--- src/rtl/alu_pkg.sv ---
// alu_pkg: shared definitions for the sequential ALU.
//   - opcode encodings OP_AND..OP_ACCLD (14 and 15 are reserved)
//   - control FSM states ST_IDLE / ST_MUL / ST_HOLD
//   - is_reserved(): true for opcodes with no defined operation
package alu_pkg;

  localparam logic [3:0] OP_AND   = 4'd0;
  localparam logic [3:0] OP_OR    = 4'd1;
  localparam logic [3:0] OP_ADD   = 4'd2;
  localparam logic [3:0] OP_SUB   = 4'd3;
  localparam logic [3:0] OP_XOR   = 4'd4;
  localparam logic [3:0] OP_NOTA  = 4'd5;
  localparam logic [3:0] OP_NOTB  = 4'd6;
  localparam logic [3:0] OP_ZERO  = 4'd7;
  localparam logic [3:0] OP_SHL   = 4'd8;
  localparam logic [3:0] OP_SHR   = 4'd9;
  localparam logic [3:0] OP_SRA   = 4'd10;
  localparam logic [3:0] OP_MUL   = 4'd11;
  localparam logic [3:0] OP_CMP   = 4'd12;
  localparam logic [3:0] OP_ACCLD = 4'd13;

  typedef enum logic [1:0] {
    ST_IDLE = 2'd0,
    ST_MUL  = 2'd1,
    ST_HOLD = 2'd2
  } state_t;

  function automatic logic is_reserved(input logic [3:0] op);
    return (op > OP_ACCLD);
  endfunction

endpackage

--- src/rtl/alu_mul_seq.sv ---
// alu_mul_seq: unsigned shift-add multiplier, one partial product per cycle.
// Ports:
//   clk, rst        clock, asynchronous active-high reset
//   i_start         load operands (iterations begin on the following edges)
//   i_a, i_b        N-bit unsigned operands, captured at the start edge
//   o_last          high during the cycle whose edge performs the final iteration
//   o_prod_next     product after the current iteration (final product while o_last)
//   o_prod          registered product (holds the final product once done)
module alu_mul_seq #(
  parameter int N = 8
) (
  input  logic           clk,
  input  logic           rst,
  input  logic           i_start,
  input  logic [N-1:0]   i_a,
  input  logic [N-1:0]   i_b,
  output logic           o_last,
  output logic [2*N-1:0] o_prod_next,
  output logic [2*N-1:0] o_prod
);

  localparam int CW = $clog2(N);

  logic           r_busy;
  logic [CW-1:0]  r_cnt;
  logic [2*N-1:0] r_mcand;
  logic [N-1:0]   r_mplier;
  logic [2*N-1:0] r_prod;
  logic [2*N-1:0] w_addend;

  assign w_addend    = r_mplier[0] ? r_mcand : '0;
  assign o_prod_next = r_prod + w_addend;
  assign o_last      = r_busy & (r_cnt == CW'(N - 1));
  assign o_prod      = r_prod;

  always_ff @(posedge clk or posedge rst) begin
    if (rst) begin
      r_busy   <= 1'b0;
      r_cnt    <= '0;
      r_mcand  <= '0;
      r_mplier <= '0;
      r_prod   <= '0;
    end else if (i_start) begin
      r_busy   <= 1'b1;
      r_cnt    <= '0;
      r_mcand  <= {{N{1'b0}}, i_a};
      r_mplier <= i_b;
      r_prod   <= '0;
    end else if (r_busy) begin
      r_prod   <= o_prod_next;
      r_mcand  <= r_mcand << 1;
      r_mplier <= r_mplier >> 1;
      r_cnt    <= r_cnt + 1'b1;
      if (o_last) r_busy <= 1'b0;
    end
  end

endmodule

--- src/rtl/alu_seq.sv ---
// alu_seq: registered N-bit ALU with flags, accumulator and multi-cycle multiply.
// Ports:
//   clk, rst             clock, asynchronous active-high reset
//   in_valid / in_ready  operand handshake (transfer = in_valid & in_ready)
//   a, b, op, use_acc    operands, opcode (alu_pkg), use acc as operand A
//   out_valid/out_ready  result handshake (transfer = out_valid & out_ready)
//   f, f_hi              result (MUL: low / high half; f_hi=0 otherwise)
//   zero,carry,ovf,neg,err  flags registered with f
//   acc                  accumulator
// Single-cycle ops load the output register at the accept edge. MUL runs in
// alu_mul_seq for N cycles; the result loads on the last iteration edge, or
// waits in HOLD if the output slot is still occupied.
module alu_seq
  import alu_pkg::*;
#(
  parameter int N = 8
) (
  input  logic         clk,
  input  logic         rst,
  input  logic         in_valid,
  output logic         in_ready,
  input  logic [N-1:0] a,
  input  logic [N-1:0] b,
  input  logic [3:0]   op,
  input  logic         use_acc,
  output logic         out_valid,
  input  logic         out_ready,
  output logic [N-1:0] f,
  output logic [N-1:0] f_hi,
  output logic         zero,
  output logic         carry,
  output logic         ovf,
  output logic         neg,
  output logic         err,
  output logic [N-1:0] acc
);

  localparam int SW = $clog2(N);

  state_t r_state, w_state_nxt;

  logic         r_vld_p1;
  logic [N-1:0] r_f_p1, r_fhi_p1, r_acc;
  logic         r_z_p1, r_c_p1, r_v_p1, r_n_p1, r_e_p1;

  logic                w_accept, w_slot_free, w_mul_start;
  logic [N-1:0]        w_opa;
  logic [SW-1:0]       w_amt;
  logic [N:0]          w_sum, w_diff, w_shl, w_shr;
  logic signed [N:0]   w_sra;

  // single-cycle result
  logic [N-1:0] w_sc_f, w_sc_acc;
  logic         w_sc_z, w_sc_c, w_sc_v, w_sc_n, w_sc_e, w_sc_accwr;

  // multiplier interface
  logic           w_mul_last;
  logic [2*N-1:0] w_mul_next, w_mul_prod, w_mul_p;

  // selected load
  logic         w_ld;
  logic [N-1:0] w_ld_f, w_ld_fhi, w_ld_acc;
  logic         w_ld_z, w_ld_c, w_ld_v, w_ld_n, w_ld_e, w_ld_accwr;

  assign w_slot_free = ~r_vld_p1 | out_ready;
  assign in_ready    = (r_state == ST_IDLE) & ~rst & w_slot_free;
  assign w_accept    = in_valid & in_ready;
  assign w_mul_start = w_accept & (op == OP_MUL);

  assign w_opa  = (use_acc && (op != OP_ACCLD)) ? r_acc : a;
  assign w_amt  = b[SW-1:0];
  assign w_sum  = {1'b0, w_opa} + {1'b0, b};
  assign w_diff = {1'b0, w_opa} - {1'b0, b};
  // Shifts carry one guard bit so the last bit shifted out lands at a fixed
  // position; with amount 0 the guard bit stays 0.
  assign w_shl  = {1'b0, w_opa} << w_amt;
  assign w_shr  = {w_opa, 1'b0} >> w_amt;
  assign w_sra  = $signed({w_opa, 1'b0}) >>> w_amt;

  alu_mul_seq #(.N(N)) u_mul (
    .clk         (clk),
    .rst         (rst),
    .i_start     (w_mul_start),
    .i_a         (w_opa),
    .i_b         (b),
    .o_last      (w_mul_last),
    .o_prod_next (w_mul_next),
    .o_prod      (w_mul_prod)
  );

  always_comb begin
    w_sc_f     = '0;
    w_sc_c     = 1'b0;
    w_sc_v     = 1'b0;
    w_sc_e     = 1'b0;
    w_sc_accwr = 1'b1;
    w_sc_acc   = '0;
    case (op)
      OP_AND:  w_sc_f = w_opa & b;
      OP_OR:   w_sc_f = w_opa | b;
      OP_ADD: begin
        w_sc_f = w_sum[N-1:0];
        w_sc_c = w_sum[N];
        w_sc_v = (w_opa[N-1] == b[N-1]) & (w_sum[N-1] != w_opa[N-1]);
      end
      OP_SUB, OP_CMP: begin
        w_sc_f = (op == OP_SUB) ? w_diff[N-1:0] : '0;
        w_sc_c = w_diff[N];
        w_sc_v = (w_opa[N-1] != b[N-1]) & (w_diff[N-1] != w_opa[N-1]);
      end
      OP_XOR:  w_sc_f = w_opa ^ b;
      OP_NOTA: w_sc_f = ~w_opa;
      OP_NOTB: w_sc_f = ~b;
      OP_ZERO: w_sc_f = '0;
      OP_SHL: begin
        w_sc_f = w_shl[N-1:0];
        w_sc_c = w_shl[N];
      end
      OP_SHR: begin
        w_sc_f = w_shr[N:1];
        w_sc_c = w_shr[0];
      end
      OP_SRA: begin
        w_sc_f = w_sra[N:1];
        w_sc_c = w_sra[0];
      end
      OP_ACCLD: w_sc_f = a;
      default: w_sc_e = 1'b1;
    endcase
    w_sc_z = (w_sc_f == '0);
    w_sc_n = w_sc_f[N-1];
    if (op == OP_CMP) begin
      w_sc_z     = (w_diff[N-1:0] == '0);
      w_sc_n     = w_diff[N-1];
      w_sc_accwr = 1'b0;
    end
    if (is_reserved(op)) begin
      w_sc_z     = 1'b0;
      w_sc_n     = 1'b0;
      w_sc_accwr = 1'b0;
    end
    w_sc_acc = (op == OP_ACCLD) ? a : w_sc_f;
  end

  // In MUL the final product is still combinational; in HOLD it is registered.
  assign w_mul_p = (r_state == ST_MUL) ? w_mul_next : w_mul_prod;

  always_comb begin
    w_state_nxt = r_state;
    w_ld        = 1'b0;
    w_ld_f      = w_sc_f;
    w_ld_fhi    = '0;
    w_ld_z      = w_sc_z;
    w_ld_c      = w_sc_c;
    w_ld_v      = w_sc_v;
    w_ld_n      = w_sc_n;
    w_ld_e      = w_sc_e;
    w_ld_accwr  = w_sc_accwr;
    w_ld_acc    = w_sc_acc;
    case (r_state)
      ST_IDLE: begin
        if (w_accept) begin
          if (op == OP_MUL) w_state_nxt = ST_MUL;
          else              w_ld        = 1'b1;
        end
      end
      ST_MUL, ST_HOLD: begin
        w_ld_f     = w_mul_p[N-1:0];
        w_ld_fhi   = w_mul_p[2*N-1:N];
        w_ld_z     = (w_mul_p[N-1:0] == '0);
        w_ld_c     = (w_mul_p[2*N-1:N] != '0);
        w_ld_v     = 1'b0;
        w_ld_n     = w_mul_p[2*N-1];
        w_ld_e     = 1'b0;
        w_ld_accwr = 1'b1;
        w_ld_acc   = w_mul_p[N-1:0];
        if (r_state == ST_MUL) begin
          if (w_mul_last) begin
            if (w_slot_free) begin
              w_ld        = 1'b1;
              w_state_nxt = ST_IDLE;
            end else begin
              w_state_nxt = ST_HOLD;
            end
          end
        end else if (out_ready) begin
          w_ld        = 1'b1;
          w_state_nxt = ST_IDLE;
        end
      end
      default: w_state_nxt = ST_IDLE;
    endcase
  end

  always_ff @(posedge clk or posedge rst) begin
    if (rst) r_state <= ST_IDLE;
    else     r_state <= w_state_nxt;
  end

  // output register stage
  always_ff @(posedge clk or posedge rst) begin
    if (rst) begin
      r_vld_p1 <= 1'b0;
      r_f_p1   <= '0;
      r_fhi_p1 <= '0;
      r_z_p1   <= 1'b0;
      r_c_p1   <= 1'b0;
      r_v_p1   <= 1'b0;
      r_n_p1   <= 1'b0;
      r_e_p1   <= 1'b0;
      r_acc    <= '0;
    end else begin
      if (w_ld) begin
        r_vld_p1 <= 1'b1;
        r_f_p1   <= w_ld_f;
        r_fhi_p1 <= w_ld_fhi;
        r_z_p1   <= w_ld_z;
        r_c_p1   <= w_ld_c;
        r_v_p1   <= w_ld_v;
        r_n_p1   <= w_ld_n;
        r_e_p1   <= w_ld_e;
        if (w_ld_accwr) r_acc <= w_ld_acc;
      end else if (out_ready) begin
        r_vld_p1 <= 1'b0;
      end
    end
  end

  assign out_valid = r_vld_p1;
  assign f         = r_f_p1;
  assign f_hi      = r_fhi_p1;
  assign zero      = r_z_p1;
  assign carry     = r_c_p1;
  assign ovf       = r_v_p1;
  assign neg       = r_n_p1;
  assign err       = r_e_p1;
  assign acc       = r_acc;

endmodule
--- config.mk ---
export PLATFORM = sky130hd
export DESIGN_NAME = alu_seq
export DESIGN_NICKNAME = d
export VERILOG_FILES = /design/src/rtl/alu_pkg.sv /design/src/rtl/alu_mul_seq.sv /design/src/rtl/alu_seq.sv
export SDC_FILE = /design/constraint.sdc
export NUM_CORES = 1
export LEC_CHECK = 0
export BUFFER_PORTS_ARGS = -buffer_cell sky130_fd_sc_hd__buf_2
export CORE_UTILIZATION = 25
export DETAILED_ROUTE_END_ITERATION = 16
export PLACE_DENSITY_LB_ADDON = 0.25
export SLEW_MARGIN = 20
export SYNTH_ARGS = -nofsm -noshare
export SYNTH_HDL_FRONTEND = slang
export SYNTH_SLANG_ARGS = --single-unit
--- constraint.sdc ---
create_clock -name clk -period 2.8 [get_ports clk]
set_input_delay 0.14 -clock clk [delete_from_list [all_inputs] [get_ports clk]]
set_output_delay 0.14 -clock clk [all_outputs]
set_load 0.01 [all_outputs]
==> qor.yml, run 1 <==
outcome: "finished with violations"
violations: "negative setup slack"
cp.arrival_ns: 3.32
timing.rr.start: "acc[0]"
ir_drop_mv: 0.345
avgSynthCellArea_sq_um: 8.59
num_vias: 7218
grt_pass1_vias: 6823
drtIter0Drc: 723
ys_seq_area_share_pct: 27.3
max_cap_violations: 0
tritoncts: "built"
crit_required_ns: 3.04
worstSkewPairLatency_ns: 0.34
path_clk_slew_ns: 0.06
cp-end-kind: "flip-flop"
synth_async_sr_flop_share_pct: 100
synth-compound-area-share_pct: 21.1
ant_nets: 0
whs_ns: 0.126
numPortBuffers: 55
yosys.area_share.simple_pct: 19.9
muxShareOfSynthArea_pct: 13.9
path_max_fanout: 3
ios: 56
powerDensity_nw_per_um2: 941
synth_cell_types: 79
viasPerCell: 5.09
die-width_microns: 169
core_sq_um: 27200
grt_pass1_wl_microns: 40600
design_area_sq_um: 10100
synthFlopType: "dfrtp_1"
wl_per_cell_microns: 18.9
cp-start-kind: "flip-flop"
syn_to_final_growth_pct: 44.6
grt.total_usage_pct: 18.6
fin_nets: 1114
dieArea_sq_um: 28600
yosysWarnings: 0
htree_num_levels: 3
synth_top_family_by_area: "compound AO/OA/AOI/OAI gates"
hp-start: "b[5]"
cts.sinks: 76
worst_clock_skew_ns: 0.00817
cts_buffer_depth: 2
rows: 60
drc_errors: 0
synth_xor_area_share_pct: 3.01
timing.final.crit_share_pct: 110
first_pass_iters: 5
ys_seq_elements: 76
syn_inst: 812
gp_congestion: 0.921
final_common_cell: "buf_4"
worstMarginPinSlew_ns: 0.739
grt_max_degree: 49
maxSlewHeadroom_pct: 50.8
rsz0062_at_grt: "yes"
synthAdderAreaFrac_pct: 9.11
root_buffer: "clkbuf_16"
hold_class: "in -> reg"
routed_wirelength_microns: 26800
crit_type: "reg -> reg"
crit_path_start: "acc[0]"
final_cell_mix: "203 x buf_4, 75 x nand2_1, 72 x dfrtp_1"
dpl-instance-area_sq_um: 9020
setup_viol: 15
antenna_found_initial: 0
synth-edff-count: 0
fmax_mhz: 324
leakagePower_nw: 4.52
overflow: 0
drive_above_1_share_pct: 39.7
slew_violations: 0
initial_core_util_pct: 25.7
syn-num-nets: 886
fin_crit_ns: 3.08
die_height_microns: 169
netlist_area_sq_um: 6980
hold_viol: 0
n_antenna_cell: 0
finalWorstSetupSlack_ns: -0.284
place_hpwl_microns: 20400
numCtsBuffers: 9
synth_stat cells (all sizes together) (5+ instances only):
cell / count / area share (%)
nand2: 78 / 4.2
dfrtp: 76 / 27
nor2: 73 / 3.9
mux2i: 55 / 7.9
o21ai: 47 / 3.4
ha: 46 / 8.2
inv: 43 / 2.3
clkbuf: 36 / 1.9
a21oi: 35 / 2.5
and2: 24 / 2.2
xnor2: 20 / 2.5
nor3: 19 / 1.4
buf: 17 / 1.3
nand3: 16 / 1.1
a211oi: 15 / 1.6
a21o: 15 / 1.6
mux4: 14 / 4.7
nand2b: 12 / 1.1
a31oi: 10 / 0.90
nor2b: 9 / 0.81
mux2: 8 / 1.3
o221ai: 8 / 1.0
o211ai: 6 / 0.65
o22ai: 6 / 0.54
a22oi: 5 / 0.54
nand4: 5 / 0.45
nor4: 5 / 0.45
o21bai: 5 / 0.54
cell families after synthesis:
kind of cell               Yosys count
buffers and inverters               98
muxes                               77
xor gates and xnor gates            24
DFF                                 76
and+or+nand+nor                    277
AOI/OAI and AO/OA                  211
adders and majority gates           49
metrics by stage:
| stage | cells | power, mW | setup TNS, ns | worst slack [ns] | utilization (%) |
|---|---|---|---|---|---|
| 3_3_place_gp | 1376 | 7.38 | -7.91 | -0.577 | 33.2 |
| 4_1_cts | 1411 | 9.21 | -2.26 | -0.267 | 36.3 |
| 5_1_grt | 1417 | 10.2 | -4.47 | -0.381 | 37.1 |
| 2_1_floorplan | 812 | 5.03 | -2.35 | -0.584 | - |
| 6_report | 1417 | 9.50 | -2.75 | -0.284 | 37.1 |
| 3_5_place_dp | 1376 | 7.39 | -8.98 | -0.639 | 33.2 |
final cells by class:
| class | count | area (sq um) |
|---|---|---|
| tap | 372 | 465 |
| clock buffer | 10 | 239 |
| clock inverter | 6 | 62.6 |
| timing repair buffer | 270 | 1940 |
| multi-input combinational | 638 | 5300 |
| fill | 2830 | 17100 |
| sequential | 76 | 1910 |
| inverter | 45 | 178 |
metal layers:
| metal | vias up | part of all wire [%] | GRT usage [%] |
|---|---|---|---|
| met1 | 3546 | 49 | 26.9 |
| met3 | 23 | 4.8 | 2.48 |
| li1 | 3435 | - | - |
| met4 | 0 | 1.2 | 3.45 |
| met5 | - | 0 | 0 |
| met2 | 214 | 45 | 29.5 |
repair_timing:
| action | 4_1_cts | 5_1_grt |
|---|---|---|
| gates resized for setup | 83 | 38 |
| endpoints found under the setup margin | 22 | 26 |
| pin swaps | 41 | 36 |
| endpoints found under the hold margin | 28 | 0 |
| hold buffers | 1 | 0 |
| buffers inserted | 18 | 9 |
critical path, stage by stage, from the launching register on:
cell      delay [ns]
dfrtp_1         0.42
nand3_2         0.10
and2_4          0.19
inv_4           0.06
ha_4            0.12
inv_2           0.04
fa_2            0.37
or2_4           0.25
buf_6           0.12
a221oi_4        0.28
buf_4           0.16
nor4_1          0.04
o21ai_1         0.18
nand4_1         0.20
nor3_2          0.19
a211oi_2        0.09
a21o_1          0.17
flip-flops by register name, indices dropped and copies added (netlist names), 2 cells and up:
name	cells
f	8
u_mul.r_mcand	16
u_mul.r_mplier	8
u_mul.r_cnt	3
r_state	2
acc	8
f_hi	8
u_mul.o_prod	16
where the power goes:
group          switching [mW]  internal, mW  total (mW)
clock network           0.476         0.714        1.19
registers               0.406          1.59        2.00
logic                    3.18          3.13        6.31
total                    4.06          5.44        9.50
final timing paths:
kind                                      to  slack, ns  depth (start not counted)
max in group asynchronous             acc[1]       1.25                          5
min in group asynchronous     u_mul.r_cnt[2]       0.49                          4
max reg2reg                             f[6]      -0.28                         16
max                                     f[6]      -0.28                         16
min                        u_mul.r_mplier[5]       0.13                          3
min reg2reg                             f[3]       0.47                          2
No activity file was read; power rests on OpenSTA's default activity.
==> run 2: changes to the inputs <==
ABC_AREA = 1   (was not set)
GPL_TIMING_DRIVEN = 0   (was not set)
clock period = 2.85 ns   (was 2.8 ns; I/O delays follow)
==> run 2 against run 1 <==
Net effect: worst setup slack better by 0.40 ns; highest routed layer is now met5; clock power is 3% higher; power decreased by 33%; the flow now finishes without violations; flip-flop and latch count stayed put; synthesized area down 5.0%; synthesized cell count up 23%; non-clock buffer count down 171; fmax increased by 13%.
==> qor.yml, run 2 <==
grt_max_degree: 30  # -39%
grt.total_usage_pct: 17.3  # -1.3 points
crit_path_start: "acc[0]"
grt_pass1_vias: 6506  # -4.6%
place_hpwl_microns: 18700  # -8.4%
reg2reg_depth: 15  # -1
fmax_mhz: 365  # +13%
n_antenna_cell: 0  # unchanged
ant_nets: 0  # unchanged
leakagePower_nw: 4.19  # -7.2%
yosysMostFrequentCell: "nand2_1"
htree_num_levels: 3  # unchanged
cts_buffer_depth: 2  # unchanged
initial_core_util_pct: 25.4  # -0.23 points
slew_violations: 0  # unchanged
cp_num_cells: 15  # -1
path_clk_slew_ns: 0.06  # about the same
synth_cell_types: 46  # -42%
synth_top_area_share_pct: 28.7  # +1.4 points
numCtsBuffers: 9  # unchanged
cp-end-kind: "flip-flop"
ys_seq_area_share_pct: 28.7  # +1.4 points
synth-edff-count: 0  # unchanged
timing.final.crit_share_pct: 96.1  # -14 points
ys_seq_elements: 76  # unchanged
path_max_fanout: 4  # +1
wl_per_cell_microns: 16.5  # -13%
tritoncts: "built"
grt_pass1_wl_microns: 35600  # -12%
worstSkewPairLatency_ns: 0.34  # about the same
worstMarginPinSlew_ns: 0.922  # +0.184 ns
slowest_stage: "dfrtp_2"
crit_path_cell_trace: "nand3_4, nand2_4, inv_4, ha_1, inv_2, fa_2, xnor2_1, nor2_1, nor4_1, nand2_1, a21oi_2, nand2_1, nor2_1, nand3_1, a21oi_1"
hold_viol: 0  # unchanged
fin_crit_ns: 2.74  # -0.345 ns
setup_viol: 0  # -15
first_pass_iters: 5  # unchanged
crit_required_ns: 3.12  # +0.08 ns
root_buffer: "clkbuf_16"
num_vias: 6928  # -4.0%
synth_async_sr_flop_share_pct: 100  # unchanged
final_cell_mix: "253 x nand2_1, 134 x inv_1, 112 x nand3_1"
routed_wirelength_microns: 23400  # -13%
cp.buffers_inverters: 2  # -2
syn_to_final_growth_pct: 21.2
overflow: 0  # unchanged
worst_clock_skew_ns: 0.00754  # -0.000635 ns
dpl-instance-area_sq_um: 7370  # -18%
yosys.area.top_type: "dfrtp_1"
numPortBuffers: 55  # unchanged
drc_errors: 0  # unchanged
synthFlopType: "dfrtp_1"
hold_class: "in -> reg"
yosysWarnings: 0  # unchanged
die-width_microns: 165  # -2.5%
post-place-ws_ns: -0.639  # -0.000237 ns
ys_top_cells_by_count: "262 x nand2_1, 141 x inv_1, 117 x nand3_1"
powerDensity_nw_per_um2: 791  # -16%
die_height_microns: 165  # -2.5%
syn_inst: 1001  # +23%
syn-num-nets: 1075  # +21%
outcome: "completed"
power_mw: 6.36  # -33%
drive_above_1_share_pct: 17.5  # -22 points
netlist_area_sq_um: 6630  # -5.0%
ys_top_cells_by_area: "dfrtp_1 29%, nand2_1 15%, nand3_1 8.8%"
max_cap_violations: 0  # unchanged
rows: 59  # -1.7%
gp_congestion: 0.924  # +0.30%
cpLargestDelayFamily: "simple AND/OR/NAND/NOR gates"
r2r_end: "zero"
maxSlewHeadroom_pct: 38.3  # -12 points
crit_type: "reg -> reg"
slowest_delay_ns: 0.44  # +0.02 ns
ios: 56  # unchanged
ir_drop_mv: 0.481  # +39%
rrSetupSlack_ns: 0.11  # +0.40 ns
fin_nets: 1155  # +3.7%
viasPerCell: 4.88  # -4.3%
final_common_cell: "nand2_1"
timing.rr.start: "acc[0]"
avgSynthCellArea_sq_um: 6.62  # -23%
cts.sinks: 76  # unchanged
antenna_found_initial: 2  # +2
cp.arrival_ns: 3.01  # -0.31 ns
drtIter0Drc: 488  # -33%
finalWorstSetupSlack_ns: 0.111  # +0.395 ns
dieArea_sq_um: 27200  # -4.9%
core_sq_um: 26100  # -4.1%
cp-start-kind: "flip-flop"
critPathCapture: "zero"
design_area_sq_um: 8040  # -20%
run 2: per-layer routing:
| layer | track usage [%] | vias to the layer above | wire length [microns] | share of wire [%] |
|---|---|---|---|---|
| met5 | 0 | - | 23 | 0.098 |
| met4 | 4.13 | 4 | 267 | 1.1 |
| met3 | 2.01 | 23 | 1180 | 5.0 |
| met2 | 28.6 | 186 | 11000 | 47 |
| met1 | 23.8 | 3258 | 11000 | 47 |
| li1 | - | 3457 | - | - |
run 2: through the flow:
step	std cells	utilization, %	setup TNS [ns]	hold slack [ns]
global placement	1391	28.1	-56.32	0.458
finish	1421	30.8	0	0.0924
global route	1421	30.8	-0.0760	0.123
detailed placement	1393	28.3	-8.20	0.230
CTS	1410	29.8	-0.00217	0.0902
floorplan	1001	-	0	0.309
run 2: what timing repair did:
item	CTS	global route
hold buffers	2	0
hold endpoints to repair	19	0
setup buffers	1	11
setup endpoints to repair	17	31
gates cloned	0	0
pin swaps	1	14
resized for setup	18	66
run 2: kinds of logic (layout without fill, tap and decap cells):
group | count (synthesis) | count (layout) | synth area share (%)
AOI/OAI and AO/OA | 173 | 173 | 15.2
xor gates and xnor gates | 13 | 13 | 1.72
adders and majority gates | 49 | 49 | 9.58
buffers and inverters | 179 | 264 | 10.6
DFF | 76 | 76 | 28.7
muxes | 1 | 1 | 0.151
and+or+nand+nor | 510 | 510 | 34.1
run 2: final cells by class:
class                      instances  area (sq um)
tap                              335           419
multi-input combinational        746          4250
buffer                            28           149
clock buffer                       9           225
clock inverter                     7          91.3
sequential                        76          1900
timing repair buffer              71           425
inverter                         149           569
fill                            2923         18000
run 2: power breakdown:
part	leakage [nW]	switching, mW	internal (mW)
clock network	0.155	0.465	0.763
logic	3.03	2.25	1.13
registers	1.01	0.271	1.48
run 2: how the worst min path moves through the flow:
stage	start	to	slack (ns)	depth (start not counted)
finish	out_ready	out_valid	0.09	4
global route	out_ready	out_valid	0.12	4
global placement	out_ready	out_valid	0.46	4
CTS	out_ready	out_valid	0.09	4
floorplan	out_ready	out_valid	0.31	3
detailed placement	rst	f_hi[3]	0.23	2
run 2: worst reg2reg max path, delay by kind of cell, from the launching register on:
family                   cells  cell delay, ns
XOR/XNOR                     1            0.22
adder cells (fa/ha/maj)      2            0.54
AND/OR/NAND/NOR              8            0.99
AO/OA/AOI/OAI                2            0.32
buffers and inverters        2            0.15
flip-flops                   1            0.44
==> run 3: changes to the inputs <==
SYNTH_HIERARCHICAL = 1   (was not set)
==> run 3 against run 2 <==
Net effect: largest power group unchanged; clock power about the same; largest cell class unchanged; the run now ends with negative setup slack left; cell count increased by 3.1%; highest routed layer is now met4; sequential share of layout area decreased by 1.0 points.
==> qor.yml, run 3 <==
syn_inst: 1030  # +2.9%
hold_viol: 0  # unchanged
grt_max_degree: 33  # +10%
crit_required_ns: 3.09  # -0.03 ns
setup_viol: 2  # +2
netlist_area_sq_um: 6780  # +2.2%
ant_nets: 0  # unchanged
final_cells: 1465  # +3.1%
powerDensity_nw_per_um2: 821  # +3.7%
final_cell_mix: "290 x nand2_1, 143 x inv_1, 94 x nand3_1"
yosysWarnings: 6  # +6
design_area_sq_um: 8390  # +4.4%
yosysMostFrequentCell: "nand2_1"
timing.final.crit_share_pct: 102  # +5.5 points
synth-edff-count: 0  # unchanged
worst_clock_skew_ns: 0.00674  # -0.000794 ns
final_util_pct: 31.8  # +1.0 points
worstSkewPairLatency_ns: 0.34  # about the same
synth_async_sr_flop_share_pct: 100  # unchanged
drtIter0Drc: 619  # +27%
wl_per_cell_microns: 16.3  # -0.81%
drive_above_1_share_pct: 19.2  # +1.7 points
max_cap_violations: 0  # unchanged
htree_num_levels: 3  # unchanged
ys_top_cells_by_area: "dfrtp_1 28%, nand2_1 17%, ha_1 8.3%"
yosys.area.top_type: "dfrtp_1"
avgSynthCellArea_sq_um: 6.58  # -0.65%
fin_crit_ns: 2.90  # +0.157 ns
fin_nets: 1197  # +3.6%
gp_congestion: 0.926  # +0.26%
dieArea_sq_um: 27800  # +2.2%
rows: 59  # unchanged
synth_cell_types: 45  # -2.2%
seqCellArea_sq_um: 1900  # about the same
antenna_found_initial: 2  # unchanged
cp.arrival_ns: 3.13  # +0.12 ns
numCtsBuffers: 9  # unchanged
cp-start-kind: "flip-flop"
dpl-instance-area_sq_um: 7490  # +1.7%
multi_input_area_sq_um: 4470  # +5.1%
ys_top_cells_by_count: "307 x nand2_1, 150 x inv_1, 99 x nand3_1"
hold_class: "in -> reg"
maxSlewHeadroom_pct: 53.0  # +15 points
cp-end-kind: "flip-flop"
final_common_cell: "nand2_1"
slew_violations: 0  # unchanged
fillers: 2888  # -1.2%
path_max_fanout: 5  # +1
routed_wirelength_microns: 23900  # +2.3%
numPortBuffers: 55  # unchanged
ir_drop_mv: 0.369  # -23%
crit_type: "reg -> reg"
grt_pass1_vias: 6679  # +2.7%
path_clk_slew_ns: 0.06  # about the same
synth_top_area_share_pct: 28.1  # -0.62 points
outcome: "finished with violations"
initial_core_util_pct: 25.7  # +0.28 points
overflow: 0  # unchanged
ys_seq_area_share_pct: 28.1  # -0.62 points
power_mw: 6.89  # +8.3%
leakagePower_nw: 4.50  # +7.2%
synthFlopType: "dfrtp_1"
ys_seq_elements: 76  # unchanged
finalWorstSetupSlack_ns: -0.0458  # -0.157 ns
drc_errors: 0  # unchanged
rsz0062_at_grt: "yes"
root_buffer: "clkbuf_16"
num_vias: 7013  # +1.2%
die_height_microns: 167  # +1.1%
grt.total_usage_pct: 17.1  # -0.24 points
tritoncts: "built"
cts_buffer_depth: 2  # unchanged
grt_pass1_wl_microns: 37200  # +4.7%
die-width_microns: 167  # +1.1%
cts.sinks: 76  # unchanged
fmax_mhz: 345  # -5.4%
whs_ns: 0.124  # +0.0314 ns
worstMarginPinSlew_ns: 0.705  # -0.217 ns
place_inst: 1421  # +2.0%
violations: "negative setup slack"
ios: 56  # unchanged
syn-num-nets: 1103  # +2.6%
first_pass_iters: 8  # +3
core_sq_um: 26400  # +1.1%
viasPerCell: 4.79  # -1.8%
place_hpwl_microns: 18800  # +0.86%
syn_to_final_growth_pct: 23.8
run 3: where the power goes:
part | switching, mW | internal, mW | total [mW]
clock network | 0.463 | 0.763 | 1.23
logic | 2.47 | 1.43 | 3.91
registers | 0.284 | 1.47 | 1.75
total | 3.22 | 3.67 | 6.89
run 3: critical path, cell delays in order (launching register included):
cell	delay, ns
dfrtp_2	0.45
buf_8	0.14
nand2_4	0.05
inv_4	0.04
ha_4	0.15
fa_2	0.35
nand2_1	0.07
nand2_1	0.06
nand3b_1	0.09
nand2_2	0.09
nand2_2	0.08
nand3b_1	0.08
buf_4	0.14
buf_4	0.12
buf_4	0.13
buf_4	0.12
buf_4	0.12
buf_4	0.12
buf_4	0.12
buf_4	0.12
nand3_1	0.08
nand2_1	0.06
run 3: cell families after synthesis:
| logic type | after synthesis | share of synthesized area [%] |
|---|---|---|
| compound gates | 138 | 11.7 |
| buf+inv | 185 | 11.0 |
| flops | 76 | 28.1 |
| mux | 12 | 1.77 |
| xor+xnor | 13 | 1.79 |
| fa+ha+maj | 48 | 9.19 |
| simple gates | 558 | 36.5 |
run 3: metal layers:
| metal | vias to the layer above | part of all wire (%) | track usage (%) |
|---|---|---|---|
| met5 | - | 0 | 0 |
| met4 | 0 | 1.7 | 4.03 |
| met3 | 23 | 4.9 | 2.97 |
| met2 | 174 | 46 | 28.0 |
| met1 | 3305 | 48 | 23.1 |
| li1 | 3511 | - | - |
run 3: per-stage QoR:
stage / worst slack, ns / TNS, ns
floorplan: 0.0951 / 0
global placement: -0.755 / -9.72
detailed placement: -0.728 / -9.61
CTS: -0.114 / -0.142
global route: -0.205 / -0.610
finish: -0.0458 / -0.0641
run 3: path summary, 6_finish.rpt:
| check | from | end | slack (ns) | cells past startpoint |
|---|---|---|---|---|
| worst max-delay path | u_mul/r_mplier[0] | u_mul/o_prod[10] | -0.05 | 21 |
| worst min-delay path | b[3] | u_mul/r_mplier[3] | 0.12 | 3 |
| worst max register to register | u_mul/r_mplier[0] | u_mul/o_prod[10] | -0.05 | 21 |
| worst min register to register | f_hi[7] | f_hi[7] | 0.47 | 2 |
| max in group asynchronous | rst | acc[6] | 1.94 | 3 |
| min in group asynchronous | rst | u_mul/o_prod[11] | 0.34 | 3 |
run 3: final cells by class:
class                           count  share of cell area [%]
Sequential cell                    76                    22.7
Inverter                          156                    7.04
Timing Repair Buffer               86                    6.26
Clock buffer                        9                    2.68
Clock inverter                      6                    1.07
Tap cell                          335                    4.99
Antenna cell                        2                  0.0596
Multi-Input combinational cell    769                    53.3
Buffer                             26                    1.94
run 3: repair_timing:
item,CTS,global route
gates cloned,1,0
setup buffers,15,13
endpoints found under the setup margin,16,18
pin swaps,13,21
gates resized for setup,37,50
hold buffers,1,0
hold endpoints to repair,44,0
